`src/rtl/bloco_controle_if.sv`:
```
// Control/handshake bundle between bloco_controle, the bo datapath and the
// system that owns the operands.
interface bloco_controle_if;
  logic       start;
  logic [1:0] M0;
  logic [1:0] M1;
  logic [1:0] M2;
  logic       h;
  logic       load_x;
  logic       load_h;
  logic       load_l;
  logic       pronto;
  logic       busy;

  modport master (
    input  start,
    output M0, M1, M2, h, load_x, load_h, load_l, pronto, busy
  );

  modport slave (
    output start,
    input  M0, M1, M2, h, load_x, load_h, load_l, pronto, busy
  );
endinterface

```
`src/rtl/bloco_controle.sv`:
```
// Moore FSM sequencing bo through y = ((a*x) + b)*x + c; each ULA operation is
// held for ULA_LAT cycles and its result loaded only in the last one.
module bloco_controle #(
  parameter int unsigned ULA_LAT = 1,
  parameter int unsigned CNT_W   = 2
) (
  input  logic              clock,
  input  logic              reset,
  bloco_controle_if.master  bus
);

  localparam logic [2:0] S_OCIOSO  = 3'd0;
  localparam logic [2:0] S_CARGA_X = 3'd1;
  localparam logic [2:0] S_MUL_AX  = 3'd2;
  localparam logic [2:0] S_SOMA_B  = 3'd3;
  localparam logic [2:0] S_MUL_X   = 3'd4;
  localparam logic [2:0] S_SOMA_C  = 3'd5;
  localparam logic [2:0] S_PRONTO  = 3'd6;

  localparam logic [CNT_W-1:0] LAST = CNT_W'(ULA_LAT - 1);

  logic [2:0]       r_state;
  logic [2:0]       w_state_nxt;
  logic [CNT_W-1:0] r_cnt;
  logic [CNT_W-1:0] w_cnt_nxt;
  logic             w_last;
  logic             w_op;

  logic [1:0] w_m0;
  logic [1:0] w_m1;
  logic [1:0] w_m2;
  logic       w_h;
  logic       w_load_x;
  logic       w_load_h;
  logic       w_load_l;
  logic       w_pronto;
  logic       w_busy;

  assign w_last = (r_cnt == LAST);
  assign w_op   = (r_state == S_MUL_AX) || (r_state == S_SOMA_B) ||
                  (r_state == S_MUL_X)  || (r_state == S_SOMA_C);

  always_comb begin
    w_state_nxt = r_state;
    w_cnt_nxt   = '0;
    case (r_state)
      S_OCIOSO:  if (bus.start) w_state_nxt = S_CARGA_X;
      S_CARGA_X: w_state_nxt = S_MUL_AX;
      S_MUL_AX:  w_state_nxt = S_SOMA_B;
      S_SOMA_B:  w_state_nxt = S_MUL_X;
      S_MUL_X:   w_state_nxt = S_SOMA_C;
      S_SOMA_C:  w_state_nxt = S_PRONTO;
      S_PRONTO:  if (!bus.start) w_state_nxt = S_OCIOSO;
      default:   w_state_nxt = S_OCIOSO;
    endcase
    // operation states hold until the hold counter reaches its last count
    if (w_op && !w_last) begin
      w_state_nxt = r_state;
      w_cnt_nxt   = r_cnt + CNT_W'(1);
    end
  end

  always_ff @(posedge clock or negedge reset) begin
    if (!reset) begin
      r_state <= S_OCIOSO;
      r_cnt   <= '0;
    end else begin
      r_state <= w_state_nxt;
      r_cnt   <= w_cnt_nxt;
    end
  end

  always_comb begin
    w_m0     = 2'b00;
    w_m1     = 2'b00;
    w_m2     = 2'b00;
    w_h      = 1'b0;
    w_load_x = 1'b0;
    w_load_h = 1'b0;
    w_load_l = 1'b0;
    w_pronto = 1'b0;
    w_busy   = 1'b0;
    case (r_state)
      S_CARGA_X: begin
        w_load_x = 1'b1;
        w_busy   = 1'b1;
      end
      S_MUL_AX: begin
        w_m0     = 2'b01;
        w_m1     = 2'b01;
        w_m2     = 2'b01;
        w_h      = 1'b1;
        w_load_h = w_last;
        w_busy   = 1'b1;
      end
      S_SOMA_B: begin
        w_m0     = 2'b10;
        w_m1     = 2'b11;
        w_m2     = 2'b00;
        w_load_h = w_last;
        w_busy   = 1'b1;
      end
      S_MUL_X: begin
        w_m1     = 2'b11;
        w_m2     = 2'b01;
        w_h      = 1'b1;
        w_load_h = w_last;
        w_busy   = 1'b1;
      end
      S_SOMA_C: begin
        w_m0     = 2'b11;
        w_m1     = 2'b11;
        w_m2     = 2'b00;
        w_load_l = w_last;
        w_busy   = 1'b1;
      end
      S_PRONTO: w_pronto = 1'b1;
      default:  ;
    endcase
  end

  assign bus.M0     = w_m0;
  assign bus.M1     = w_m1;
  assign bus.M2     = w_m2;
  assign bus.h      = w_h;
  assign bus.load_x = w_load_x;
  assign bus.load_h = w_load_h;
  assign bus.load_l = w_load_l;
  assign bus.pronto = w_pronto;
  assign bus.busy   = w_busy;

endmodule

```
`src/flat_wrapper.sv`:
```
// flat-port wrapper written by rule: the top's interface ports become plain ports
module bloco_controle_flat 
#(
  parameter int unsigned ULA_LAT = 1,
  parameter int unsigned CNT_W   = 2
)
  (clock, reset, bus_start, bus_M0, bus_M1, bus_M2, bus_h, bus_load_x, bus_load_h, bus_load_l, bus_pronto, bus_busy);
  bloco_controle_if bus_i ();
  input  logic clock;
  input  logic reset;
  input wire logic [$bits(bus_i.start)-1:0] bus_start;
  output wire logic [$bits(bus_i.M0)-1:0] bus_M0;
  output wire logic [$bits(bus_i.M1)-1:0] bus_M1;
  output wire logic [$bits(bus_i.M2)-1:0] bus_M2;
  output wire logic [$bits(bus_i.h)-1:0] bus_h;
  output wire logic [$bits(bus_i.load_x)-1:0] bus_load_x;
  output wire logic [$bits(bus_i.load_h)-1:0] bus_load_h;
  output wire logic [$bits(bus_i.load_l)-1:0] bus_load_l;
  output wire logic [$bits(bus_i.pronto)-1:0] bus_pronto;
  output wire logic [$bits(bus_i.busy)-1:0] bus_busy;
  assign bus_i.start = bus_start;
  assign bus_M0 = bus_i.M0;
  assign bus_M1 = bus_i.M1;
  assign bus_M2 = bus_i.M2;
  assign bus_h = bus_i.h;
  assign bus_load_x = bus_i.load_x;
  assign bus_load_h = bus_i.load_h;
  assign bus_load_l = bus_i.load_l;
  assign bus_pronto = bus_i.pronto;
  assign bus_busy = bus_i.busy;
  bloco_controle #(.ULA_LAT(ULA_LAT), .CNT_W(CNT_W)) u_core (.clock(clock), .reset(reset), .bus(bus_i));
endmodule
```
`config.mk`:
```
export PLATFORM = sky130hd
export DESIGN_NAME = bloco_controle_flat
export DESIGN_NICKNAME = d
export VERILOG_FILES = /design/src/rtl/bloco_controle_if.sv /design/src/rtl/bloco_controle.sv /design/src/flat_wrapper.sv
export SDC_FILE = /design/constraint.sdc
export NUM_CORES = 1
export LEC_CHECK = 0
export ABC_AREA = 1
export CORE_AREA = 3 3 40 42
export CTS_CLUSTER_DIAMETER = 80
export DETAILED_ROUTE_END_ITERATION = 16
export DIE_AREA = 0 0 43 45
export PLACE_DENSITY = 0.67
export SYNTH_ARGS = -nofsm -noshare
export SYNTH_HDL_FRONTEND = slang
export SYNTH_SLANG_ARGS = --single-unit
```
`constraint.sdc`:
```
create_clock -name clock -period 1.57 [get_ports clock]
set_input_delay 0.2355 -clock clock [delete_from_list [all_inputs] [get_ports clock]]
set_output_delay 0.2355 -clock clock [all_outputs]
set_load 0.02 [all_outputs]
```
# Word level (Yosys, flattened, before mapping)
# Cells that the tools add are included.
op_classes:
  add_sub_neg: 1
  n_mul: 0
  div: 0
  n_lt_le_gt_ge: 0
  eq_ne: 8
  n_shift: 0
  muxes: 13
  bitwise: 1
  n_reduce_logical: 12
op_table:
  columns: ["operator", "n"]
  rows:
  - ["$pmux W3 S7", 1]
  - ["$eq A3 B3 Y1 const B", 3]
  - ["$mux W1", 7]
  - ["$eq A3 B2 Y1 const B", 2]
  - ["$mux W3", 2]
  - ["$pmux W2 S3", 1]
  - ["$reduce_or A3 Y1", 2]
  - ["$reduce_or A5 Y1", 1]
  - ["$ne A2 B2 Y1 const B", 2]
  - ["$pmux W2 S2", 1]
  - ["$eq A3 B1 Y1 const B", 1]
  - ["$logic_not A3 Y1", 1]
  - ["$logic_or A1 B1 Y1", 3]
  - ["$reduce_and A3 Y1", 1]
  - ["$add A2 B1 Y2 const B", 1]
  - ["$logic_not A2 Y1", 1]
  - ["$mux W2", 1]
  - ["$reduce_or A2 Y1", 1]
  - ["$logic_and A1 B1 Y1", 1]
  - ["$logic_not A1 Y1", 1]
  - ["$not A1 Y1", 1]
word_totals:
  reg_bits: 5
  latch_bits: 0
  ram_bits: 0
  mem_bits_ro: 0
  inputBits: 3
  output_inout_bits: 12
  word_cells: 37
  n_memories: 0

# Logic depth before layout (Yosys ltp)
# Gate-level depths: netlist of run 1.
logic_depth:
  depth_word: 7
  mapped_depth: 8

# Worst setup path after synthesis of run 1
# Ideal clock, no wire load.
synth_timing:
  kind: "register to output"
  start: "reg u_core.r_state[1]"
  end: "out bus_M2[0]"
  arrival_time_ps: 1038
  t_required_ps: 1334
  slack_ps: 297
  stages_incl_launch_ff: 6
  path_cell_list: "dfrtp_1 -> buf_6 -> nor2_2 -> nand2_1 -> nand2_1 -> buf_4"
synth_between:
  elab_chain_len: 3
  word_cells_on_any_way: 4
synth_lines:
  columns: ["item", "line_no", "rtl"]
  rows:
  - ["from (decl)", "bloco_controle.sv:22", "logic [2:0] r_state;"]
  - ["from (signal assigned)", "bloco_controle.sv:68", "r_state <= w_state_nxt;"]
  - ["$eq A3 B3 Y1 or $eq A3 B2 Y1 (tied branches)", "bloco_controle.sv:83", "case (r_state)"]
  - ["$reduce_or A2 Y1 (no line) *", null, null]
  - ["$mux W1 *", "bloco_controle.sv:83", null]
  - ["to (decl)", "flat_wrapper.sv:14", "output wire logic [$bits(bus_i.M2)-1:0] bus_M2;"]
# Mark *: on every way between the ends. The rest lies on a longest branch, timed or not.

# Final worst setup path of run 1
layout_timing:
  start: "reg u_core.r_state[2]"
  end: "out bus_load_x"
layout_between:
  elab_chain_len: 2
layout_lines:
  columns: ["item", "line_no", "rtl"]
  rows:
  - ["$eq A3 B1 Y1", "bloco_controle.sv:83", null]
  - ["$mux W1", "bloco_controle.sv:83", null]
  - ["to (decl)", "flat_wrapper.sv:16", "output wire logic [$bits(bus_i.load_x)-1:0] bus_load_x;"]
# Every way passes these cells.

==> reports/summary.txt, run 1 <==
clk_lat worst skew: 0.25 ns
setup slack at placement: -0.0935 ns
Crit Path Class: register to primary output
share of cells above drive strength 1: 41.5%
P per Cell Area: 2340 mW/mm2
CTS tree: done
H-tree level count: 1
Yosys reg bits: 5
footprint of the multi-input gates: 220 um2
CP cell instances: buf_4 -> nor2_1 -> clkdlybuf4s15_1
Initial Util: 32.0%
Die X: 43 um
Placed Cells: 92
period utilization: 95.3%
final wirelength: 954 um
Final setup violation count: 0
deepest clock path buffer count: 2
Num CTS Buffers: 3
fillers: 143
Root Buffer: clkbuf_4
detailed placer's ending HPWL: 772 um
fin. max-slew vios: 0
Max Cap Viol: 0
CP max FO: 7
# clock sinks: 5
Worst VDD drop: 0.000817 V
core area: 0.00128 mm2
Remaining Overflow, GRT: 0
WHS: 0.205 ns
Pre-antenna DRT Iters: 4
DR vias/cell: 4.39
FF-to-FF path depth: 8
hold crit path type: primary input to asynchronous set/reset pin
DIE AREA: 0.00194 mm2
vias: 426
routability congestion estimate: 0.805
Slowest-stage cell, CP: dfrtp_2
DR WL/cell: 9.84 um
largest net degree at the start of global routing: 8
Routed Antenna Nets: 0
Synth Cell Area: 412 um2
Yosys cell types: 17
IO buf count: 13
Fmax: 668 MHz
nets: 87
worst setup path start: u_core.r_state[2]$_DFFE_PN0P_
P_leak: 0.000360 uW
commonest cells after routing, fill and taps aside: 17 x nand2_1, 10 x buf_4, 8 x nand3_1, 6 x inv_1, 5 x clkbuf_2
worst reg2reg endpoint: u_core.r_state[0]$_DFFE_PN0P_
RSZ-0062 raised after global routing: false
post-route cell area: 588 um2
hold violation count in the final report: 0
Ports: 15
drt drc: 0
CP max stage delay: 0.45 ns
FP Rows: 13
syn nets: 63
Critical Path AT: 1.26 ns
crit path to: bus_load_x
initial antenna violation count: 0
most common cell after layout, fill and taps aside: nand2_1
CP Depth: 3
Mean Syn Cell Area: 6.98 um2
global-route wire length before repair: 1520 um
CP required: 1.33 ns
r2r setup slk: 0.39 ns
GRT Resource Usage Total: 11.0%
filler-free cell count of the finished design: 97
outcome: finished, final reports clean
yosys warns: 0
clk_skew: 0.00591 ns
worst r2r src: u_core.r_state[1]$_DFFE_PN0P_
crit end category: primary output
# diodes: 0
DRT iter0 DRCs: 12
synthesized netlist cell count: 59
P&R area growth vs syn: 42.9%
vias in the first global route: 363
Seq. cell area: 129 um2
Worst-path clk slew: 0.05 ns
hold buffers post-CTS: 0
setup_tns: 0 ns
placed cell areas: 591 um2
WP buf/inv: 2
crit path time final: 1.50 ns
Die Ht: 45 um
sequential area share after synthesis: 30.4%
post-route setup slack: 0.0736 ns
type of origin of the critical path: register
kind of cell adding the most delay to the critical path: buffers and inverters
worst min-delay path by stage:
| stage | endpoint | depth (start not counted) | startpoint |
|---|---|---|---|
| floorplan | u_core.r_cnt[0]$_DFF_PN0_ | 0 | reset |
| global placement | u_core.r_cnt[0]$_DFF_PN0_ | 1 | u_core.r_cnt[0]$_DFF_PN0_ |
| detailed placement | u_core.r_cnt[0]$_DFF_PN0_ | 1 | u_core.r_cnt[0]$_DFF_PN0_ |
| CTS | u_core.r_state[2]$_DFFE_PN0P_ | 1 | reset |
| global route | u_core.r_state[2]$_DFFE_PN0P_ | 1 | reset |
| finish | u_core.r_state[2]$_DFFE_PN0P_ | 1 | reset |
power by group:
| group | total (uW) | switching (uW) | internal (uW) |
|---|---|---|---|
| clock | 151 | 54.9 | 96.2 |
| combinational | 974 | 566 | 409 |
| sequential | 249 | 74.5 | 175 |
| total | 1370 | 695 | 680 |
through the flow:
stage | power, uW | util, %
final | 1370 | 45.8
after global routing | 1490 | 45.8
after CTS | 1400 | 48.0
after detailed placement | 1330 | 46.0
after global placement | 1320 | 46.0
after floorplan | 861 | -
repair_timing:
action                     in CTS  in global routing
gates resized for setup        22                 18
buffers inserted                0                  1
pin swaps                       0                  1
setup endpoints to repair      11                 11
cell families (layout without fill, tap and decap cells):
kind of cell,count (synthesis),count (layout),synth area share [%]
other,1,1,0.911
AOI/OAI and AO/OA,3,3,3.65
adders and majority gates,1,1,3.04
and+or+nand+nor,36,36,44.7
buffers and inverters,13,36,17.3
DFF,5,5,30.4
worst register-to-register path: stages, from the launching register on:
cell	delay (ns)
dfrtp_2	0.43
inv_2	0.07
nand2_2	0.10
nand2_4	0.05
buf_4	0.13
nand2_4	0.09
nand3_4	0.08
nand2_1	0.07
nand2_1	0.05
final cells by class:
class                      instances  share of cell area, %
sequential                         5                   21.9
timing repair buffer              23                   27.2
clock buffer                       4                   4.47
tap                               15                   3.19
multi-input combinational         41                   37.4
inverter                           9                   5.74
layer usage:
metal | vias up | routed length, um | GRT usage, %
met3 | 2 | 71 | 2.39
met1 | 182 | 394 | 13.0
met4 | 0 | 29 | 9.04
met5 | - | 0 | 0
met2 | 15 | 458 | 17.4
li1 | 227 | - | -
synth_stat cells:
cell type / instances / area, um2
nand2_1: 17 / 63.8
nand3_1: 8 / 40.0
inv_1: 6 / 22.5
dfrtp_1: 5 / 125
nor2_1: 4 / 15.0
inv_2: 3 / 11.3
a21oi_1: 2 / 10.0
buf_4: 2 / 15.0
buf_6: 2 / 22.5
nand2_2: 2 / 12.5
nand2_4: 2 / 22.5
conb_1: 1 / 3.75
ha_1: 1 / 12.5
nand3_4: 1 / 17.5
nand4_1: 1 / 6.26
nor2_2: 1 / 6.26
o21ai_0: 1 / 5.00
flip-flops by register name (all words and copies together), names as in the netlist:
signal	count
u_core.r_state	3
u_core.r_cnt	2
Note: power is estimated with default switching activity, not from simulation.
==> run 2: changes to the inputs <==
--- a/config.mk
+++ b/config.mk
@@ -6,10 +6,11 @@
 export NUM_CORES = 1
 export LEC_CHECK = 0
 export ABC_AREA = 1
-export CORE_AREA = 3 3 40 42
+export CORE_AREA = 2 2 39 41
+export CTS_BUF_LIST = sky130_fd_sc_hd__clkbuf_16
 export CTS_CLUSTER_DIAMETER = 80
 export DETAILED_ROUTE_END_ITERATION = 16
-export DIE_AREA = 0 0 43 45
+export DIE_AREA = 0 0 41 43
 export PLACE_DENSITY = 0.67
 export SYNTH_ARGS = -nofsm -noshare
 export SYNTH_HDL_FRONTEND = slang
==> reports/summary.txt, run 2 (synthesized netlist as in run 1, its figures left out) <==
outcome: finished, final reports clean
switching pwr: 735 uW
share of cells above drive strength 1: 41.2%
IO buf count: 13
Worst VDD drop: 0.00124 V
initial antenna violation count: 0
internal power: 964 uW
Max Cap Viol: 0
Initial Util: 29.7%
Pre-antenna DRT Iters: 2
worst r2r src: u_core.r_state[1]$_DFFE_PN0P_
routability congestion estimate: 0.863
Remaining Overflow, GRT: 0
top flop regs: u_core.r_state: 3 flops, u_core.r_cnt: 2 flops
Worst-path clk slew: 0.03 ns
crit end category: primary output
DIE AREA: 0.00176 mm2
final wirelength: 959 um
DR vias/cell: 4.48
CP required: 1.33 ns
hold violation count in the final report: 0
Comb power frac: 60.6%
crit path time final: 1.52 ns
Placed Cells: 96
H-tree level count: 1
clk_skew: 0.00230 ns
FP Rows: 14
filler-free cell count of the finished design: 101
Most flops, register: u_core.r_state
fin. max-slew vios: 0
GRT Resource Usage Total: 13.4%
largest net degree at the start of global routing: 8
Fmax: 658 MHz
CTS tree: done
FF-to-FF path depth: 8
period utilization: 96.7%
placed cell areas: 614 um2
Routed Antenna Nets: 0
vias: 452
type of origin of the critical path: register
Final setup violation count: 0
P_leak: 0.000402 uW
post-route cell area: 679 um2
Die X: 41 um
Critical Path AT: 1.28 ns
CP max FO: 5
most common cell after layout, fill and taps aside: nand2_1
# diodes: 0
P&R area growth vs syn: 65.0%
drt drc: 0
hold crit path type: primary input to asynchronous set/reset pin
max reg flops: 3
Crit Path Class: register to primary output
hold buffers post-CTS: 0
Ports: 15
Clock Power Share: 24.4%
clk_lat worst skew: 0.23 ns
register share of total power: 15.0%
commonest cells after routing, fill and taps aside: 17 x nand2_1, 13 x buf_4, 8 x nand3_1, 7 x inv_1, 5 x clkbuf_2
global-route wire length before repair: 1570 um
deepest clock path buffer count: 2
Core Util, Final: 49.1%
Sw Ratio: 43.3%
DRT iter0 DRCs: 4
nets: 90
vias in the first global route: 428
Die Ht: 43 um
r2r setup slk: 0.30 ns
DR WL/cell: 9.50 um
Num CTS Buffers: 3
P per Cell Area: 2500 mW/mm2
worst reg2reg endpoint: u_core.r_state[0]$_DFFE_PN0P_
# clock sinks: 5
core area: 0.00138 mm2
detailed placer's ending HPWL: 728 um
RSZ-0062 raised after global routing: false
Root Buffer: clkbuf_16
-- run 2: cell types whose count changed in the layout (fill, tap and decap cells not counted), sizes merged --
cell / delta
clkbuf: -1
clkdlybuf4s15: +2
dlygate4sd2: +1
inv: +1
-- run 2: area by class of cell --
class,count,area [um2]
flip-flops and latches,5,129
well taps,16,20.0
inverters,9,33.8
clock inverters,1,3.75
clock buffers,3,75.1
repair buffers,26,198
multi-input cells,41,220
fillers,140,704
-- run 2: how the worst max path moves through the flow --
stage                                   from         end  slack [ns]  depth (start not counted)
6_report       u_core.r_state[0]$_DFFE_PN0P_   bus_M0[1]        0.05                          4
5_1_grt        u_core.r_state[2]$_DFFE_PN0P_   bus_M1[0]     0.00003                          4
4_1_cts        u_core.r_state[0]$_DFFE_PN0P_  bus_load_h       0.003                          4
3_5_place_dp   u_core.r_state[1]$_DFFE_PN0P_  bus_load_h       -0.13                          4
3_3_place_gp   u_core.r_state[1]$_DFFE_PN0P_  bus_load_h       -0.12                          4
2_1_floorplan  u_core.r_state[1]$_DFFE_PN0P_   bus_M2[0]        0.30                          5
-- run 2: worst max-delay path: stages (launching register included) --
cell	delay, ns
dfrtp_2	0.44
buf_4	0.16
nand3_1	0.11
nand2_1	0.06
clkdlybuf4s15_1	0.28
-- run 2: power by group through the flow --
stage               clock (uW)  sequential [uW]  combinational, uW
floorplan                    0              199                662
global placement             0              236               1140
detailed placement           0              240               1140
CTS                        423              243               1050
global route               429              263               1130
finish                     415              255               1030
-- run 2: routing by layer --
| layer | up-vias | track usage, % | routed length [um] | part of all wire (%) |
|---|---|---|---|---|
| li1 | 231 | - | - | - |
| met1 | 204 | 14.5 | 384 | 40 |
| met2 | 13 | 20.3 | 481 | 50 |
| met3 | 4 | 3.14 | 53 | 5.5 |
| met4 | 0 | 12.0 | 39 | 4.1 |
| met5 | - | 0 | 0 | 0 |
-- run 2: stage by stage --
| stage | hold slack [ns] | TNS, ns | setup WS (ns) | total power, uW |
|---|---|---|---|---|
| 4_1_cts | 0.228 | 0 | 0.00275 | 1720 |
| 2_1_floorplan | -0.0601 | 0 | 0.297 | 861 |
| 3_5_place_dp | 0.422 | -0.524 | -0.131 | 1380 |
| 5_1_grt | 0.234 | 0 | 0.0000345 | 1820 |
| 6_report | 0.223 | 0 | 0.0513 | 1700 |
| 3_3_place_gp | 0.416 | -0.442 | -0.117 | 1370 |
-- run 2: timing repair --
action                                  in CTS  in global routing
buffers inserted                             0                  1
endpoints found under the setup margin      11                 10
gates resized for setup                     21                 13
==> run 3: changes to the inputs <==
--- a/config.mk
+++ b/config.mk
@@ -12,6 +12,7 @@
 export DETAILED_ROUTE_END_ITERATION = 16
 export DIE_AREA = 0 0 41 43
 export PLACE_DENSITY = 0.67
+export SKIP_LAST_GASP = 1
 export SYNTH_ARGS = -nofsm -noshare
 export SYNTH_HDL_FRONTEND = slang
 export SYNTH_SLANG_ARGS = --single-unit
==> reports/summary.txt, run 3 (synthesized netlist as in run 1, its figures left out) <==
crit path time final: 1.51 ns
clk_lat worst skew: 0.23 ns
Fmax: 661 MHz
nets: 89
IO buf count: 13
period utilization: 96.4%
filler-free cell count of the finished design: 100
vias in the first global route: 428
Ports: 15
Final setup violation count: 0
Worst-path clk slew: 0.03 ns
setup_tns: 0 ns
Placed Cells: 96
Most flops, register: u_core.r_state
hold violation count in the final report: 0
fillers: 143
drt drc: 0
DRT iter0 DRCs: 4
post-route setup slack: 0.0571 ns
Routed Antenna Nets: 0
max reg flops: 3
Core Util, Final: 47.8%
deepest clock path buffer count: 2
share of cells above drive strength 1: 41.7%
FF-to-FF path depth: 8
CP max FO: 6
P_leak: 0.000395 uW
Max Cap Viol: 0
detailed placer's ending HPWL: 728 um
H-tree level count: 1
Die Ht: 43 um
DR WL/cell: 9.58 um
worst r2r src: u_core.r_state[2]$_DFFE_PN0P_
Worst VDD drop: 0.00117 V
top flop regs: u_core.r_state: 3 flops, u_core.r_cnt: 2 flops
Root Buffer: clkbuf_16
Die X: 41 um
CP required: 1.33 ns
P per Cell Area: 2510 mW/mm2
routability congestion estimate: 0.863
# clock sinks: 5
Critical Path AT: 1.28 ns
outcome: finished, final reports clean
crit end category: primary output
GRT Resource Usage Total: 13.4%
P&R area growth vs syn: 60.8%
most common cell after layout, fill and taps aside: nand2_1
vias: 450
final wirelength: 958 um
clk_skew: 0.00230 ns
type of origin of the critical path: register
fin. max-slew vios: 0
global-route wire length before repair: 1570 um
largest net degree at the start of global routing: 8
CTS tree: done
hold crit path type: primary input to asynchronous set/reset pin
r2r setup slk: 0.30 ns
worst reg2reg endpoint: u_core.r_state[0]$_DFFE_PN0P_
DIE AREA: 0.00176 mm2
FP Rows: 14
Remaining Overflow, GRT: 0
WHS: 0.223 ns
DR vias/cell: 4.50
# diodes: 0
commonest cells after routing, fill and taps aside: 17 x nand2_1, 12 x buf_4, 8 x nand3_1, 7 x inv_1, 7 x clkbuf_2
Crit Path Class: register to primary output
core area: 0.00138 mm2
worst setup path start: u_core.r_state[2]$_DFFE_PN0P_
Initial Util: 29.7%
setup slack at placement: -0.131 ns
initial antenna violation count: 0
Pre-antenna DRT Iters: 2
Num CTS Buffers: 3
[run 3: cell count changes in the layout (fill, tap and decap cells not counted), sizes merged]
cell	previous run	this run
buf	14	12
clkbuf	8	10
clkdlybuf4s15	4	3
[run 3: cell type report]
class	instances	area (um2)	area share [%]
clock buffers	3	75.1	11.3
clock inverters	1	3.75	0.567
inverters	9	33.8	5.10
multi-input cells	41	215	32.5
flip-flops and latches	5	129	19.5
well taps	16	20.0	3.02
repair buffers	25	185	28.0
[run 3: worst max-delay path by stage]
stage	endpoint	slack (ns)	cells after the start
after floorplan	bus_M2[0]	0.30	5
after global placement	bus_load_h	-0.12	4
after detailed placement	bus_load_h	-0.13	4
after CTS	bus_load_h	-0.06	4
after global routing	bus_M1[0]	-0.0001	4
final	bus_M1[0]	0.06	4
[run 3: where the power goes]
group	leakage [uW]	switching [uW]	total, uW	internal (uW)
clock network	0.0000423	85.3	415	330
logic	0.000291	567	999	432
registers	0.0000622	74.2	249	175
total	0.000395	726	1660	937
[run 3: through the flow]
stage | instance area (um2) | power, uW
floorplan | 412 | 861
global placement | 614 | 1370
detailed placement | 614 | 1380
CTS | 689 | 1710
global route | 662 | 1780
finish | 662 | 1660
[run 3: repair_timing]
item                       4_1_cts  5_1_grt
buffers inserted                 0        0
gates cloned                     0        0
setup endpoints to repair       11       10
hold buffers                     0        0
resized for setup               19       14
[run 3: routing by layer]
metal	up-vias	GRT usage (%)	wire, um
met4	0	12.0	39
met5	-	0	0
li1	229	-	-
met2	13	20.3	479
met1	204	14.5	385
met3	4	3.14	52
[run 3: critical path: stages (launching register included)]
cell           delay, ns
dfrtp_2             0.44
buf_4               0.15
nand2_2             0.10
nand2_4             0.05
dlygate4sd2_1       0.31
